<file path="src/rtl/ring_stop_router.sv">
// One stop on the unidirectional 16-bit GPU flit ring: injects local flits,
// forwards through-traffic and ejects flits addressed to this node.

module ring_stop_fifo #(
  parameter int DEPTH = 4,
  parameter int W     = 16,
  localparam int AW   = $clog2(DEPTH),
  localparam int CW   = AW + 1
) (
  input  logic          ACLK,
  input  logic          ARESETn,
  input  logic          push,
  input  logic [W-1:0]  push_data,
  input  logic          pop,
  output logic [W-1:0]  head,
  output logic          full,
  output logic          empty,
  output logic [CW-1:0] count
);

  logic [W-1:0]  mem [DEPTH];
  logic [AW-1:0] wr_ptr;
  logic [AW-1:0] rd_ptr;
  logic          do_push;
  logic          do_pop;

  assign full    = (count == CW'(DEPTH));
  assign empty   = (count == '0);
  assign do_push = push && !full;
  assign do_pop  = pop && !empty;
  assign head    = mem[rd_ptr];

  // NOTE: storage is not reset; occupancy is tracked by the pointers and count alone.
  always_ff @(posedge ACLK) begin
    if (do_push) mem[wr_ptr] <= push_data;
  end

  always_ff @(posedge ACLK or negedge ARESETn) begin
    if (!ARESETn) begin
      wr_ptr <= '0;
      rd_ptr <= '0;
      count  <= '0;
    end else begin
      if (do_push) wr_ptr <= wr_ptr + AW'(1);
      if (do_pop)  rd_ptr <= rd_ptr + AW'(1);
      count <= count + CW'(do_push) - CW'(do_pop);
    end
  end

endmodule

module ring_stop_router #(
  parameter logic [5:0] NODE_ID    = 6'd2,
  parameter int         FIFO_DEPTH = 4,
  parameter int         STARVE_LIM = 8,
  localparam int        CW         = $clog2(FIFO_DEPTH) + 1
) (
  input  logic          ACLK,
  input  logic          ARESETn,
  input  logic [15:0]   loc_in_data,
  input  logic          loc_in_valid,
  output logic          loc_in_ready,
  output logic [15:0]   loc_out_data,
  output logic          loc_out_valid,
  input  logic          loc_out_ready,
  input  logic [15:0]   ring_in_data,
  input  logic          ring_in_valid,
  output logic          ring_in_ready,
  output logic [15:0]   ring_out_data,
  output logic          ring_out_valid,
  input  logic          ring_out_ready,
  output logic [CW-1:0] inj_count,
  output logic [CW-1:0] ej_count
);

  localparam int SW = $clog2(STARVE_LIM + 1);

  logic [15:0]   inj_head;
  logic          inj_full;
  logic          inj_empty;
  logic          inj_push;
  logic          inj_pop;
  logic          ej_full;
  logic          ej_empty;
  logic          ej_push;
  logic [15:0]   ej_data;
  logic [SW-1:0] starve_cnt;

  logic ring_self;
  logic inj_self;
  logic r_free;
  logic through_req;
  logic inj_req;
  logic starved;
  logic thr_ready;
  logic load_thr;
  logic inj_win;
  logic ring_eject;
  logic loopback;

  assign ring_self   = (ring_in_data[15:10] == NODE_ID);
  assign inj_self    = (inj_head[15:10] == NODE_ID);
  assign r_free      = !ring_out_valid || ring_out_ready;
  assign through_req = ring_in_valid && !ring_self;
  assign inj_req     = !inj_empty && !inj_self;
  assign starved     = (starve_cnt >= SW'(STARVE_LIM));

  // Through readiness does not depend on ring_in_valid; only a starved injector blocks it.
  assign thr_ready  = r_free && !(inj_req && starved);
  assign load_thr   = through_req && thr_ready;
  assign inj_win    = r_free && inj_req && (!through_req || starved);
  assign ring_eject = ring_in_valid && ring_self && !ej_full;
  assign loopback   = !inj_empty && inj_self && !ring_eject && !ej_full;

  assign inj_push = loc_in_valid && loc_in_ready;
  assign inj_pop  = inj_win || loopback;
  assign ej_push  = ring_eject || loopback;
  assign ej_data  = ring_eject ? ring_in_data : inj_head;

  assign loc_in_ready  = ARESETn && !inj_full;
  assign ring_in_ready = ARESETn && (ring_self ? !ej_full : thr_ready);
  assign loc_out_valid = !ej_empty;

  ring_stop_fifo #(.DEPTH(FIFO_DEPTH), .W(16)) u_inj_fifo (
    .ACLK      (ACLK),
    .ARESETn   (ARESETn),
    .push      (inj_push),
    .push_data (loc_in_data),
    .pop       (inj_pop),
    .head      (inj_head),
    .full      (inj_full),
    .empty     (inj_empty),
    .count     (inj_count)
  );

  ring_stop_fifo #(.DEPTH(FIFO_DEPTH), .W(16)) u_ej_fifo (
    .ACLK      (ACLK),
    .ARESETn   (ARESETn),
    .push      (ej_push),
    .push_data (ej_data),
    .pop       (loc_out_ready),
    .head      (loc_out_data),
    .full      (ej_full),
    .empty     (ej_empty),
    .count     (ej_count)
  );

  always_ff @(posedge ACLK or negedge ARESETn) begin
    if (!ARESETn) begin
      ring_out_valid <= 1'b0;
      ring_out_data  <= '0;
    end else if (r_free) begin
      ring_out_valid <= load_thr || inj_win;
      if (load_thr)     ring_out_data <= ring_in_data;
      else if (inj_win) ring_out_data <= inj_head;
    end
  end

  always_ff @(posedge ACLK or negedge ARESETn) begin
    if (!ARESETn) begin
      starve_cnt <= '0;
    end else if (inj_empty || inj_win) begin
      starve_cnt <= '0;
    end else if (inj_req && load_thr) begin
      starve_cnt <= starve_cnt + SW'(1);
    end
  end

endmodule

</file>
<file path="config.mk">
export PLATFORM = sky130hd
export DESIGN_NAME = ring_stop_router
export DESIGN_NICKNAME = d
export VERILOG_FILES = /design/src/rtl/ring_stop_router.sv
export SDC_FILE = /design/constraint.sdc
export NUM_CORES = 1
export LEC_CHECK = 0
export BUFFER_PORTS_ARGS = -buffer_cell sky130_fd_sc_hd__buf_2
export CAP_MARGIN = 20
export CORE_MARGIN = 4
export CORE_UTILIZATION = 55
export DETAILED_ROUTE_END_ITERATION = 8
export GPL_ROUTABILITY_DRIVEN = 0
export PLACE_DENSITY = 0.76
export RECOVER_POWER = 25
export SYNTH_ARGS = -nofsm -noshare
export SYNTH_HDL_FRONTEND = slang
export SYNTH_SLANG_ARGS = --single-unit
export TNS_END_PERCENT = 5
</file>
<file path="constraint.sdc">
create_clock -name ACLK -period 5.2 [get_ports ACLK]
set_clock_uncertainty 0.2 [all_clocks]
set_input_delay 1.04 -clock ACLK [delete_from_list [all_inputs] [get_ports ACLK]]
set_output_delay 1.04 -clock ACLK [all_outputs]
set_load 0.02 [all_outputs]
</file>
==> results of run 1 <==
-- cells in the mapped netlist, types with 3 or more instances --
master	instances	area, sq um
edfxtp_1	128	3844
dfrtp_1	35	875.8
mux4_2	32	720.7
mux2_2	25	281.5
inv_1	16	60.06
ha_1	14	175.2
mux2_1	13	146.4
and2_1	10	62.56
xnor2_1	8	70.07
nor2_1	7	26.28
clkbuf_1	6	22.52
a22o_1	5	43.79
nand2_1	5	18.77
a21boi_0	4	30.03
and3_1	4	25.02
buf_6	3	33.78
or3_1	3	18.77
xor2_1	3	26.28
-- where the power goes --
part	leakage (nW)	switching (mW)	internal [mW]
Combinational	1.05	0.755	0.650
Clock	0.290	0.466	0.757
Sequential	1.58	0.190	1.70
Total	2.91	1.41	3.10
-- per-layer routing --
metal	up-vias	track usage, %	wire length [um]
met4	0	8.038	193
met5	-	0	0
li1	1573	-	-
met3	12	4.321	439
met2	64	28.72	5964
met1	1686	24.24	5271
-- cell type report --
cell class	instances	area, sq um	share of cell area [%]
well taps	168	210.2	2.647
clock buffers	24	491.7	6.192
clock inverters	8	100.1	1.260
repair buffers	83	420.4	5.294
inverters	16	60.06	0.7563
multi-input cells	164	1937	24.39
diodes	1	2.502	0.03151
flip-flops and latches	163	4720	59.43
-- critical path: stages, from the launching register on --
cell      delay (ps)
dfrtp_1          540
buf_4            340
mux4_2           590
nor4b_4          440
nand2_2          140
a311o_1          370
a21boi_0         150
buf_2            190
-- sequential cells by signal (all words and copies together), names as in the netlist --
register,cells
u_ej_fifo.mem,64
u_inj_fifo.mem,64
ring_out_data,16
starve_cnt,4
u_ej_fifo.count,3
u_inj_fifo.count,3
u_ej_fifo.rd_ptr,2
u_ej_fifo.wr_ptr,2
u_inj_fifo.rd_ptr,2
u_inj_fifo.wr_ptr,2
ring_out_valid,1
-- path summary, 6_finish.rpt --
path	from	end	cells after the start
min in group asynchronous	ARESETn	u_ej_fifo.count[0]$_DFF_PN0_	2
min	u_inj_fifo.count[2]$_DFF_PN0_	u_inj_fifo.count[2]$_DFF_PN0_	1
max reg2reg	u_inj_fifo.rd_ptr[0]$_DFFE_PN0P_	u_inj_fifo.count[2]$_DFF_PN0_	12
max	u_inj_fifo.rd_ptr[0]$_DFFE_PN0P_	ring_in_ready	7
max in group asynchronous	ARESETn	ring_out_data[5]$_DFFE_PN0P_	2
min reg2reg	u_inj_fifo.count[2]$_DFF_PN0_	u_inj_fifo.count[2]$_DFF_PN0_	1
-- cell families after synthesis --
logic type / Yosys count
simple gates: 45
buf+inv: 29
mux: 71
xor+xnor: 11
fa+ha+maj: 16
flops: 163
compound gates: 21
==> out/qor.yml, run 1 <==
synth_ff_type: "edfxtp_1"
layout_common_cells: "edfxtp_1 (128), buf_2 (62), dfrtp_1 (35), mux4_2 (32), mux2_2 (25)"
synth-edff-count: 128
post_cts_resized: 0
dpl_cell_area_sq_um: 7345
dp.final_hpwl_um: 8122
clkTransAtPathRegs_ps: 60
ant_nets: 0
clock_sinks: 163
max_cap_viol_count: 1
status: "finished, violations left"
dp.cells: 593
fp.dieW_um: 119.1
fillers: 839
grt_start_max_net_pins: 37
hold_buffers: 0
fin_crit_sh_pct: 85.11
post-route-util_pct: 65.84
cts-htree-levels: 4
synth_top_family_by_area: "multiplexers"
synth_area_sq_um: 6790
power_per_cell_area_nw_per_um2: 568.6
whs_ps: 361.1
wl_per_cell_um: 18.93
p_leak_nw: 2.912
start_util_pct: 56.30
min_path_type: "reg -> reg"
post_cts_buffers: 0
vias: 3335
wirelength_um: 11870
post-route-drc-count: 0
startpoint_type: "flop"
cts_buffer_depth: 2
viasPerCell: 5.319
synth_xor_area_share_pct: 1.419
coreArea_sq_um: 12060
yosysWarnings: 0
critPathMaxFanout: 12
finalSetupViolCount: 0
endpoint_kind: "output port"
grt_first_pass_wirelength_um: 19280
area_delta_synth_final_pct: 16.95
cp.required_ps: 3960
final_common_cell: "edfxtp_1"
numPortBuffers: 79
finalHoldViolations: 0
first_iter_violations: 202
firstDrtPassIters: 4
worstSetupPathType: "reg -> out"
antenna_found_initial: 1
synthAdderAreaFrac_pct: 3.169
synth_nets: 410
clk_latency_ps: 410
fmax_mhz: 226.0
ir_worst_vdd_mv: 0.2289
synth_compound_area_share_pct: 2.801
nNetsFinal: 499
finalCriticalPeriod_ps: 4426
stdcell_area_sq_um: 7941
synth.avg_cell_area_sq_um: 19.07
cts_buffers: 17
ys_types: 46
cts_tree: "done"
synth.area.mux_share_pct: 17.06
setup_ws_ps: 774.4
layout.cells.non_filler: 627
tns_ps: 0
first_global_vias: 3559
synth-simple-area-share_pct: 4.072
synth_cells: 356
dp_slack_ps: 1155
slew_viol_final: 37
ys_seq_elements: 163
ys_seq_area_share_pct: 69.50
grt_overflow: 0
num_rows: 40
violations: "capacitance limit, slew limit"
max_slew_margin_pct: -33.45
rsz0062_at_grt: "false"
die_y_um: 119.1
worstMarginPinSlew_ps: 2002
total_power_mw: 4.515
crit_arrival_ps: 3190
drive_gt1_share_pct: 34.28
track_usage_pct: 18.17
ctsRootBufferMaster: "clkbuf_16"
async_flop_share_pct: 21.47
fp.dieArea_sq_um: 14190
ff2ff_setup_slack_ps: 1350
pin_count: 80
(Power assumes the default switching activity.)
==> run 2, diff against run 1 <==
--- a/config.mk
+++ b/config.mk
@@ -5,10 +5,13 @@
 export SDC_FILE = /design/constraint.sdc
 export NUM_CORES = 1
 export LEC_CHECK = 0
+export ABC_AREA = 1
 export BUFFER_PORTS_ARGS = -buffer_cell sky130_fd_sc_hd__buf_2
 export CAP_MARGIN = 20
+export CORE_ASPECT_RATIO = 1.25
 export CORE_MARGIN = 4
 export CORE_UTILIZATION = 55
+export CTS_BUF_LIST = sky130_fd_sc_hd__clkbuf_2 sky130_fd_sc_hd__clkbuf_4 sky130_fd_sc_hd__clkbuf_8
 export DETAILED_ROUTE_END_ITERATION = 8
 export GPL_ROUTABILITY_DRIVEN = 0
 export PLACE_DENSITY = 0.76
==> run 2 against run 1 <==
Net effect: utilization down 2.2 points; die area up 3.6%; fmax up 4.4%; hold slack worse by 79 ps; cell area up 1.0%; total power up 2.1%; cell count up 43%; flip-flop and latch count unchanged; highest routed layer unchanged; the run now ends clean; critical endpoint unchanged.
==> out/qor.yml, run 2 <==
antennaDiodeCount: 0
post-route-util_pct: 63.66
p_leak_nw: 3.298
track_usage_pct: 21.37
yosys.area.top_type_share_pct: 54.54
tns_ps: 0
power_per_cell_area_nw_per_um2: 574.3
first_iter_violations: 381
finalCriticalPeriod_ps: 4241
num_rows: 46
met1_usage_pct: 25.71
top_regs: "u_ej_fifo.mem (64), u_inj_fifo.mem (64), ring_out_data (16)"
synth-edff-count: 128
worstMarginPinSlew_ps: 925.9
synth_top_area_cell: "edfxtp_1"
clock_sinks: 163
dp.final_hpwl_um: 10540
cts-htree-levels: 4
startpoint_type: "flop"
start_util_pct: 55.92
viasPerCell: 5.456
layout_common_cells: "nand2_1 (149), edfxtp_1 (128), buf_2 (63), inv_1 (58), nor2_1 (54)"
endpoint_kind: "output port"
finalHoldViolations: 0
slew_viol_final: 0
max_cap_viol_count: 0
post_cts_buffers: 0
wirelength_um: 15240
wl_per_cell_um: 17.02
worstSetupPathType: "reg -> out"
synth.most_common_cell: "nand2_1"
clkTransAtPathRegs_ps: 70
fmax_mhz: 235.8
area_delta_synth_final_pct: 13.85
drive_gt1_share_pct: 16.64
numPortBuffers: 79
grt_use_met2_pct: 36.61
die_y_um: 134.6
ys_seq_elements: 163
coreArea_sq_um: 12600
first_global_vias: 4659
ys_types: 30
cts_buffers: 17
post_cts_resized: 0
ir_worst_vdd_mv: 0.2786
ant_nets: 0
firstDrtPassIters: 5
finalSetupViolCount: 0
async_flop_share_pct: 21.47
max_slew_margin_pct: 38.20
pin_count: 80
synth.area.top_cells: "edfxtp_1 (55%), dfrtp_1 (12%), nand2_1 (7.9%)"
synth_cells: 631
rsz0062_at_grt: "false"
fp.dieW_um: 109.3
synth_nets: 685
grt-busiest-layer: "met2"
final_common_cell: "nand2_1"
crit_arrival_ps: 3000
ys_top_cells_by_count: "nand2_1 (149), edfxtp_1 (128), inv_1 (58)"
yosysWarnings: 0
layout.cells.non_filler: 895
grt_start_max_net_pins: 37
critPathMaxFanout: 32
min_path_type: "reg -> reg"
cp.required_ps: 3960
grt_overflow: 0
ctsRootBufferMaster: "clkbuf_8"
fp.dieArea_sq_um: 14700
hold_buffers: 0
whs_ps: 281.9
cts_buffer_depth: 2
status: "completed"
dp.cells: 863
synth_area_sq_um: 7048
clk_latency_ps: 460
synth_ff_type: "edfxtp_1"
grt_first_pass_wirelength_um: 23550
grtUsageMet3_pct: 4.065
ys_seq_area_share_pct: 66.96
cts_tree: "done"
post-route-drc-count: 0
synth.avg_cell_area_sq_um: 11.17
fin_crit_sh_pct: 81.56
nNetsFinal: 768
vias: 4883
antenna_found_initial: 0
-- run 2: through the flow --
step | setup WS [ps] | total power [mW] | cell area [sq um]
global route | 745.7 | 4.891 | 8024
detailed placement | 1476 | 3.637 | 7609
CTS | 988.4 | 4.621 | 8044
global placement | 1566 | 3.555 | 7609
floorplan | 1730 | 3.105 | 7048
finish | 958.9 | 4.608 | 8024
-- run 2: worst paths after layout --
path	from	end	slack, ps	depth (start not counted)
min	ring_out_data[13]$_DFFE_PN0P_	ring_out_data[13]$_DFFE_PN0P_	280	2
min in group asynchronous	ARESETn	u_ej_fifo.count[0]$_DFF_PN0_	420	2
max reg2reg	u_inj_fifo.rd_ptr[0]$_DFFE_PN0P_	u_ej_fifo.mem[3][2]$_DFFE_PP_	1480	13
max	u_inj_fifo.rd_ptr[0]$_DFFE_PN0P_	ring_in_ready	960	11
min reg2reg	ring_out_data[13]$_DFFE_PN0P_	ring_out_data[13]$_DFFE_PN0P_	280	2
max in group asynchronous	ARESETn	ring_out_data[13]$_DFFE_PN0P_	4030	2
-- run 2: cell families after synthesis --
group                      synth area share (%)
xor gates and xnor gates                  1.243
and+or+nand+nor                           16.44
buffers and inverters                     5.397
DFF                                       66.96
adders and majority gates                 3.053
AOI/OAI and AO/OA                         6.906
-- run 2: layer usage --
layer	vias to the layer above	wire length [um]
met2	202	7862
met5	-	0
li1	2322	-
met3	42	999
met4	0	543
met1	2317	5830
-- run 2: report_power, final --
| part | switching, mW | internal, mW |
|---|---|---|
| logic | 1.18 | 0.536 |
| registers | 0.178 | 1.72 |
| clock network | 0.448 | 0.540 |
| total | 1.81 | 2.80 |
-- run 2: final cells by class --
type	count	area (sq um)
tap	168	210.2
sequential	163	4720
clock inverter	12	178.9
timing repair buffer	92	473.0
inverter	62	237.7
clock buffer	20	256.5
multi-input combinational	378	1948
fill	960	4581
-- run 2: critical path: stages (launching register included) --
cell and delay [ps]:
dfrtp_1 860, inv_4 300, nand2_1 140, nand3_1 80, nand2_1 140, nand2_1 80, nor2_2 110, nand2_2 120
nand3_4 200, nand3_1 100, a21oi_1 210, buf_2 210
==> run 3, diff against run 2 <==
==> constraint.sdc (replaced) <==
create_clock -name ACLK -period 4.1 [get_ports ACLK]
set_clock_uncertainty 0.2 [all_clocks]
set_input_delay 0.82 -clock ACLK [delete_from_list [all_inputs] [get_ports ACLK]]
set_output_delay 0.82 -clock ACLK [all_outputs]
set_load 0.02 [all_outputs]
==> run 3 against run 2 <==
Net effect: the run now ends with capacitance limit, slew limit left; critical path depth down 1; hold slack improved by 2.1 ps; global-route usage is 0.21 points higher; largest power group unchanged.
==> out/qor.yml, run 3 (same netlist as run 2, synthesis figures left out) <==
power.internal_mw: 3.423
post_cts_buffers: 0
numPortBuffers: 79
first_global_vias: 4854
finalCriticalPeriod_ps: 3606
setup_ws_ps: 493.8
worstReg2RegEnd: "u_inj_fifo.count[2]$_DFF_PN0_"
area_delta_synth_final_pct: 12.96
critPathMaxFanout: 27
layout_common_cells: "nand2_1 (149), edfxtp_1 (128), buf_2 (62), inv_1 (58), nor2_1 (54)"
fin_crit_sh_pct: 87.96
worstMarginPinSlew_ps: 2023
clk_latency_ps: 450
max_slew_margin_pct: -34.84
start_util_pct: 55.92
p_leak_nw: 3.266
cpLargestDelayFamily: "simple AND/OR/NAND/NOR gates"
clock_sinks: 163
crit_chain: "inv_2 -> nand3_1 -> nand2_2 -> nand2_1 -> nor2_2 -> nand2_2 -> nand3_4 -> nand3_1 -> a21oi_1 -> buf_2"
fp.dieArea_sq_um: 14700
cts-htree-levels: 4
num_rows: 46
critical_path_cell_count: 10
grt_start_max_net_pins: 36
status: "finished, violations left"
drive_gt1_share_pct: 16.09
post-route-drc-count: 0
min_to: "ring_out_data[11]$_DFFE_PN0P_"
hold_path_depth: 2
nNetsFinal: 769
total_power_mw: 5.699
cts_buffers: 17
ant_nets: 0
seq_power_share_pct: 41.9
rsz0062_at_grt: "false"
first_iter_violations: 366
antennaDiodeCount: 0
post_cts_resized: 0
firstDrtPassIters: 5
hold_buffers: 0
cpPeakStageDelay_ps: 490
p_sw_mw: 2.276
fmax_mhz: 277.3
ir_worst_vdd_mv: 0.4608
fp.dieW_um: 109.3
comb_power_share_pct: 38.9
hold_start: "ring_out_data[11]$_DFFE_PN0P_"
finalHoldViolations: 0
power_per_cell_area_nw_per_um2: 715.9
cts_tree: "done"
die_y_um: 134.6
slew_viol_final: 36
path_buf_inv: 2
r2r_cells: 15
crit_arrival_ps: 2590
startpoint_type: "flop"
wl_per_cell_um: 17.04
ff2ff_setup_slack_ps: 920
cts_buffer_depth: 2
endpoint_kind: "output port"
viasPerCell: 5.463
cp.required_ps: 3080
top_regs: "u_ej_fifo.mem (64), u_inj_fifo.mem (64), ring_out_data (16)"
reg2reg_from: "u_inj_fifo.rd_ptr[1]$_DFFE_PN0P_"
power_frac_clock_pct: 19.2
coreArea_sq_um: 12600
grt_first_pass_wirelength_um: 24030
violations: "capacitance limit, slew limit"
crit_slowest_cell: "dfrtp_1"
final_common_cell: "nand2_1"
ctsRootBufferMaster: "clkbuf_8"
max_cap_viol_count: 1
finalSetupViolCount: 0
wirelength_um: 15250
grt_overflow: 0
antenna_found_initial: 0
pin_count: 80
vias: 4889
clkTransAtPathRegs_ps: 80
dp.final_hpwl_um: 10570
min_path_type: "reg -> reg"
track_usage_pct: 21.58
dp_slack_ps: 749.0
power_switching_share_pct: 39.94
tns_ps: 0
worstSetupPathType: "reg -> out"
==> run 3: changes by cell type in the layout (fill, tap and decap cells not counted) <==
| cell | previous run | this run |
|---|---|---|
| inv_6 | 2 | 0 |
| clkbuf_1 | 16 | 18 |
| clkinv_2 | 2 | 3 |
| clkinv_1 | 0 | 2 |
| buf_2 | 63 | 62 |
| bufinv_16 | 4 | 2 |
==> run 3: cell type report <==
cell class	instances	area (sq um)
clock buffer	20	256.5
clock inverter	11	113.9
fill	990	4643
inverter	62	237.7
multi-input combinational	378	1948
sequential	163	4720
tap	168	210.2
timing repair buffer	93	475.5
==> run 3: worst max path at each step <==
stage | startpoint | endpoint | slack, ps
floorplan | ring_in_data[13] | u_inj_fifo.count[2]$_DFF_PN0_ | 1010
global placement | ring_in_data[10] | u_inj_fifo.count[1]$_DFF_PN0_ | 830
detailed placement | ring_in_data[10] | u_inj_fifo.count[1]$_DFF_PN0_ | 750
CTS | u_inj_fifo.rd_ptr[1]$_DFFE_PN0P_ | ring_in_ready | 460
global route | u_inj_fifo.rd_ptr[1]$_DFFE_PN0P_ | ring_in_ready | 260
finish | u_inj_fifo.rd_ptr[1]$_DFFE_PN0P_ | ring_in_ready | 490
==> run 3: worst reg2reg max path, delay by kind of cell (launching register included) <==
| family | cells | cell delay [ps] |
|---|---|---|
| buffers and inverters | 3 | 510 |
| XOR/XNOR | 1 | 130 |
| flip-flops | 1 | 490 |
| AND/OR/NAND/NOR | 8 | 980 |
| adder cells (fa/ha/maj) | 3 | 760 |
==> run 3: metal layers <==
metal  GRT usage, %  share of wire (%)  vias up
met5              0                  0        -
met4          9.148                2.5        0
met3          4.400                5.8       31
met2          36.78                 52      177
met1          26.66                 39     2356
li1               -                  -     2325
==> run 3: metrics by stage <==
step	std cells	instance area (sq um)	utilization [%]	hold WS (ps)
after detailed placement	864	7616	60.42	264.6
after global routing	895	7961	63.16	310.7
after floorplan	631	7048	-	293.6
after global placement	864	7616	60.42	261.2
after CTS	895	7986	63.36	239.8
final	895	7961	63.16	283.9
==> run 3: power by group through the flow <==
stage | sequential, mW | clock (mW) | combinational, mW
floorplan | 2.49 | 0 | 1.45
global placement | 2.40 | 0 | 2.13
detailed placement | 2.42 | 0 | 2.22
CTS | 2.38 | 1.11 | 2.23
global route | 2.41 | 1.19 | 2.46
finish | 2.39 | 1.09 | 2.22
